## src/rtl/audio_pwm_multi.sv

```systemverilog
// ---------------------------------------------------------------------------
// audio_pwm_multi
//
// Multi-channel PWM / first-order delta-sigma audio DAC driver. Frames of
// CHANNELS samples arrive on a valid/ready stream. Each frame lands in a
// one-frame holding register. At each period boundary it moves into the
// active register that drives the outputs.
//
// Parameters
//   WIDTH     sample width; the PWM period is 2^WIDTH clocks
//   CHANNELS  number of output channels
//   SIGNED    1: samples are two's complement and are mapped to offset
//             binary by inverting the MSB; 0: samples are unsigned
//
// Ports
//   clk           clock
//   reset         synchronous, active-high reset
//   mode          0 = PWM, 1 = delta-sigma; taken only at period boundaries
//   s_valid       frame valid
//   s_ready       holding register empty
//   s_data        frame; channel c at bits [c*WIDTH +: WIDTH]
//   pwm_out       per-channel 1-bit output stream
//   period_start  one-cycle pulse in the first cycle of each period
//   underrun      sticky; a boundary found no new frame buffered
//
// Handshake: a frame transfers on every rising clk edge where
// s_valid && s_ready. s_ready depends only on registered state (and reset),
// never on s_valid. s_data must be stable whenever s_valid is high.
// ---------------------------------------------------------------------------
module audio_pwm_multi #(
    parameter int WIDTH    = 8,
    parameter int CHANNELS = 2,
    parameter int SIGNED   = 0
) (
    input  logic                      clk,
    input  logic                      reset,
    input  logic                      mode,
    input  logic                      s_valid,
    output logic                      s_ready,
    input  logic [CHANNELS*WIDTH-1:0] s_data,
    output logic [CHANNELS-1:0]       pwm_out,
    output logic                      period_start,
    output logic                      underrun
);

    localparam logic [WIDTH-1:0] MAX       = '1;
    localparam logic [WIDTH-1:0] ONE       = {{(WIDTH-1){1'b0}}, 1'b1};
    localparam logic [WIDTH-1:0] SIGN_FLIP = (SIGNED != 0) ? {1'b1, {(WIDTH-1){1'b0}}} : '0;

    logic [WIDTH-1:0]          cnt_q, cnt_d;
    logic                      full_q, full_d;
    logic [CHANNELS*WIDTH-1:0] hold_q, hold_d;
    logic [CHANNELS*WIDTH-1:0] active_q, active_d;
    logic [CHANNELS*WIDTH-1:0] acc_q, acc_d;
    logic                      mode_q, mode_d;
    logic [CHANNELS-1:0]       pwm_q, pwm_d;
    logic                      ps_q, ps_d;
    logic                      ur_q, ur_d;

    logic                      boundary;
    logic                      accept;
    logic [CHANNELS*WIDTH-1:0] conv_data;
    logic [WIDTH-1:0]          act_c;
    logic [WIDTH-1:0]          acc_c;
    logic [WIDTH:0]            sum_c;

    assign boundary  = (cnt_q == MAX);
    // Gating with reset keeps s_ready low while reset is held. Once reset
    // drops, the empty holding register is offered in that same cycle.
    assign s_ready   = !full_q && !reset;
    assign accept    = s_valid && s_ready;
    assign conv_data = s_data ^ {CHANNELS{SIGN_FLIP}};

    always_comb begin
        cnt_d    = cnt_q + ONE;
        full_d   = full_q;
        hold_d   = hold_q;
        active_d = active_q;
        mode_d   = mode_q;
        ur_d     = ur_q;
        ps_d     = boundary;

        if (boundary) begin
            mode_d = mode;
            if (full_q) begin
                active_d = hold_q;
                full_d   = 1'b0;
            end else begin
                // The active frame is kept, so the last sample repeats.
                ur_d = 1'b1;
            end
        end

        // An accept in a boundary cycle can only happen when the holding
        // register was empty. That frame waits in holding for the next
        // boundary.
        if (accept) begin
            hold_d = conv_data;
            full_d = 1'b1;
        end
    end

    always_comb begin
        pwm_d = '0;
        acc_d = acc_q;
        act_c = '0;
        acc_c = '0;
        sum_c = '0;
        for (int c = 0; c < CHANNELS; c++) begin
            act_c = active_q[c*WIDTH +: WIDTH];
            acc_c = acc_q[c*WIDTH +: WIDTH];
            sum_c = {1'b0, acc_c} + {1'b0, act_c};
            if (mode_q) begin
                pwm_d[c]                 = sum_c[WIDTH];
                acc_d[c*WIDTH +: WIDTH]  = sum_c[WIDTH-1:0];
            end else begin
                pwm_d[c] = (cnt_q < act_c);
            end
            // A mode change restarts every accumulator from zero. This makes
            // the first delta-sigma period produce exactly active[c] highs.
            if (boundary && (mode != mode_q)) begin
                acc_d[c*WIDTH +: WIDTH] = '0;
            end
        end
    end

    always_ff @(posedge clk) begin
        if (reset) begin
            cnt_q    <= '0;
            full_q   <= 1'b0;
            hold_q   <= '0;
            active_q <= '0;
            acc_q    <= '0;
            mode_q   <= 1'b0;
            pwm_q    <= '0;
            ps_q     <= 1'b0;
            ur_q     <= 1'b0;
        end else begin
            cnt_q    <= cnt_d;
            full_q   <= full_d;
            hold_q   <= hold_d;
            active_q <= active_d;
            acc_q    <= acc_d;
            mode_q   <= mode_d;
            pwm_q    <= pwm_d;
            ps_q     <= ps_d;
            ur_q     <= ur_d;
        end
    end

    assign pwm_out      = pwm_q;
    assign period_start = ps_q;
    assign underrun     = ur_q;

endmodule

```

## config.mk

```make
export PLATFORM = sky130hd
export DESIGN_NAME = audio_pwm_multi
export DESIGN_NICKNAME = d
export VERILOG_FILES = /design/src/rtl/audio_pwm_multi.sv
export SDC_FILE = /design/constraint.sdc
export NUM_CORES = 1
export LEC_CHECK = 0
export CELL_PAD_IN_SITES_DETAIL_PLACEMENT = 0
export CELL_PAD_IN_SITES_GLOBAL_PLACEMENT = 2
export CORE_ASPECT_RATIO = 1.4
export CORE_UTILIZATION = 32
export CTS_CLUSTER_SIZE = 30
export DETAILED_ROUTE_END_ITERATION = 8
export GPL_TIMING_DRIVEN = 0
export PLACE_DENSITY = 0.72
export SETUP_SLACK_MARGIN = 0.05
export SYNTH_ARGS = -nofsm -noshare
export SYNTH_HDL_FRONTEND = slang
export SYNTH_SLANG_ARGS = --single-unit
```

## constraint.sdc

```tcl
create_clock -name clk -period 1.8 [get_ports clk]
set_input_delay 0.18 -clock clk [delete_from_list [all_inputs] [get_ports clk]]
set_output_delay 0.18 -clock clk [all_outputs]
set_load 0.05 [all_outputs]
```

==> key figures <==
Final layout
  • Area of the multi-input gates: just over 2000 um^2
  • Reg area: 1269 um^2
  • Nets: approximately 490
  • Share of layout cells above drive strength 1: between 10% and 20%
  • Commonest non-fill, non-tap cell in the layout: dfxtp_1
  • Most frequent cells in the layout: 50 x dfxtp_1, 40 x nand2_1, 31 x o21ai_0
  • Filler cells: 1044
  • Layout area overhead: 30.65%
  • Ant diodes: 0

STA
  • Max-slew violation count: 0
  • Slew HR: 59.03%
  • Max Fclk: about 550 MHz
  • Final Hold Fails: 0
  • Worst-Margin Slew: 0.6146 ns
  • Clock Skew: ~0.0051 ns
  • Unrepaired setup endpoints after global routing: yes
  • Final Setup Violations: 1
  • Final Critical Period: 1.808 ns
  • Hold slack: 0.4123 ns
  • Final WS setup: -0.007548 ns
  • Final Cycle Share: 100.4%

Global route
  • Total track usage: 17.53%
  • Vias in the first global route: 2784
  • First-pass GRT wire length: around 14 mm
  • Largest net degree at the start of global routing: 12
  • Total gr overflow: 0
  • Initial antenna violation count: 0

Pwr
  • Power Total: roughly 3500 uW
  • Switching Share: between 20 and 25%
  • Comb power frac: 6.4%
  • NetSw: between 700 and 800 uW
  • Leak: 0.001546 uW
  • Clock network power share: a little over half
  • Pint: about 2700 uW
  • P per Cell Area: 809.5 nW/um^2
  • Worst VDD drop: 0.4685 mV
  • Sequential power share: roughly two fifths

Clock tree
  • H-Tree Depth: 3
  • Clk_lat worst skew: between 0.3 and 0.4 ns
  • CTS tree: built
  • Hold_buf cts: 0
  • Clock sinks: 62
  • Clock Path Buffers: 2
  • CTS buffer count: 9
  • Clk root buf: clkbuf_16
  • Clock Pin Slew Worst Setup and Hold Paths: approximately 0.05 ns

Hold path
  • Tightest Hold Check Type: in2reg
  • Hold Crit Start: s_data[5]

Critical path
  • Worst R2R Path Depth: 8
  • Setup crit start kind: flip-flop
  • Req. time, crit path: approximately 2.1 ns
  • Worst EP arrival: 2.05 ns
  • Cell count along the critical path: 8
  • Slowest-stage cell, CP: dfxtp_4
  • Buf/Inv on CP: 1
  • WS Path Type: reg2reg
  • Worst reg2reg path endpoint: acc_q[6]$_SDFFE_PP0P_
  • Critical Path, Cell by Cell: ha_4 > inv_2 > fa_2 > nor2b_2 > o31a_1 > nor2_2 > or3_1 > a31oi_1
  • CP max stage delay: 0.36 ns
  • R2r setup slk: -0.008 ns
  • Worst-path fanout max: 3
  • Top delay family on crit path: simple AND/OR/NAND/NOR gates
  • Reg2reg start: active_q[0]$_SDFFE_PP0P_
  • CP endpoint kind: flip-flop
  • Crit path launch: active_q[0]$_SDFFE_PP0P_
  • Setup crit end: acc_q[6]$_SDFFE_PP0P_

Place
  • Port Buffer Count: 24
  • Post-Place Setup Slack: -0.2551 ns
  • Post-DP HPWL: roughly 6.4 mm
  • Gp weighted congestion: between 0.7 and 0.8

Route
  • Routed wire per std cell: 14.53 um
  • Number of routed nets with antenna violations: 0
  • DR pass1 iterations: 4
  • Wirelength, routed: between 8 and 9 mm
  • Vias/cell: approximately 4.9
  • Iter 0 DRT Violations: 77
  • DRC Markers: 0
  • DR vias: between 2000 and 3000

Logic synthesis
  • Syn_nets: 447
  • EDFF count, synth: 0
  • Mapped Area: about 3300 um^2
  • YS warnings: 0
  • Mean area per synthesized cell: roughly 8.4 um^2
  • Unique masters post-synth: 48
  • Synth Flop Type: dfxtp_1
  • Seq cells post-synth: 62
  • Sequential area share after synthesis: about 38%
  • Cell count after synthesis: 394
  • Fraction of registers with async set/reset: 0%

Floorplanning
  • DIE HEIGHT: approximately 120 um
  • Initial core utilization: about a third
  • Core outline area: approximately 10000 um^2
  • I/O Pins: 25
  • Die ar.: 10720 um^2
  • DIE WIDTH: between 80 and 90 um
  • Core Rows: 43

Status
  • Status: finished, violations left
  • Failing checks: setup timing

Flow run
  • # Max-Cap Violations: 0
[power groups by stage]
stage	clock network, uW	registers, uW	logic (uW)
2_1_floorplan	0	1480	117
3_3_place_gp	0	1470	224
3_5_place_dp	0	1470	224
4_1_cts	1880	1440	227
5_1_grt	1950	1440	250
6_report	1830	1440	222
[how the worst min path moves through the flow]
stage	endpoint	slack (ns)	cells past startpoint
floorplan	hold_q[0]$_SDFFE_PP0P_	0.29	2
global placement	hold_q[3]$_SDFFE_PP0P_	0.46	2
detailed placement	active_q[0]$_SDFFE_PP0P_	0.47	2
CTS	hold_q[7]$_SDFFE_PP0P_	0.40	3
global route	hold_q[0]$_SDFFE_PP0P_	0.44	3
finish	hold_q[5]$_SDFFE_PP0P_	0.41	3
[worst register-to-register path, stage by stage, from the launching register on]
cell	delay [ns]
dfxtp_4	0.36
ha_4	0.13
inv_2	0.03
fa_2	0.34
nor2b_2	0.14
o31a_1	0.24
nor2_2	0.06
or3_1	0.30
a31oi_1	0.12
[metrics by stage]
step	TNS, ns	util, %	cell area (um^2)	std cells
floorplan	0	-	3307	394
global placement	-6.693	37.34	3716	553
detailed placement	-6.848	37.34	3716	553
CTS	-0.04430	42.23	4203	577
global route	-0.1295	43.29	4309	580
finish	-0.007548	43.29	4309	580
[metal layers]
| metal | up-vias | global-route usage (%) | part of all wire, % |
|---|---|---|---|
| li1 | 1479 | - | - |
| met1 | 1311 | 20.72 | 45 |
| met2 | 34 | 30.96 | 52 |
| met3 | 7 | 3.049 | 2.0 |
| met4 | 0 | 6.762 | 1.5 |
| met5 | - | 0 | 0 |
[repair_timing]
action / CTS / global route
buffers inserted: 8 / 3
resized for setup: 26 / 25
endpoints found under the setup margin: 30 / 32
pin swaps: 12 / 19
[kinds of logic after synthesis]
kind of cell	count (synthesis)	share of synthesized area, %
adders and majority gates	33	12.97
and+or+nand+nor	147	22.91
buffers and inverters	40	5.083
DFF	62	37.63
xor gates and xnor gates	7	1.859
muxes	5	1.518
AOI/OAI and AO/OA	100	18.02
[flip-flops by register name, summed over array words and instances (netlist names)]
signal	flops
acc_q	16
active_q	16
cnt_q	8
full_q	1
hold_q	16
mode_q	1
period_start	1
pwm_out	2
underrun	1
[area by class of cell]
cell class                      count  share of cell area (%)
Multi-Input combinational cell    292                   47.82
Sequential cell                    62                   29.44
Timing Repair Buffer               35                   7.549
Clock buffer                       10                   5.314
Tap cell                          135                   3.920
Buffer                             20                   2.207
Clock inverter                      6                   2.003
Inverter                           20                   1.742
[synth_stat cells (2+ instances only)]
cell type | instances | area, um^2
dfxtp_1 | 62 | 1241
ha_1 | 31 | 387.9
o21ai_0 | 31 | 155.2
nor2b_1 | 5 | 31.28
clkbuf_1 | 13 | 48.80
buf_2 | 5 | 25.02
or3_1 | 3 | 18.77
o21bai_1 | 4 | 30.03
xnor2_1 | 4 | 35.03
nor2_1 | 28 | 105.1
mux2i_1 | 5 | 50.05
a31oi_1 | 4 | 25.02
inv_1 | 20 | 75.07
nand2_1 | 40 | 150.1
nand2b_1 | 19 | 118.9
a2bb2oi_1 | 2 | 17.52
nand3_1 | 23 | 115.1
o21a_1 | 5 | 37.54
a211oi_1 | 9 | 67.56
xor2_1 | 3 | 26.28
fa_1 | 2 | 40.04
nor3_1 | 7 | 35.03
a21o_1 | 5 | 37.54
or2_0 | 2 | 12.51
nand4_1 | 4 | 25.02
nor4_1 | 5 | 31.28
a21oi_1 | 32 | 160.2
Power figures use the tool's default switching activity.
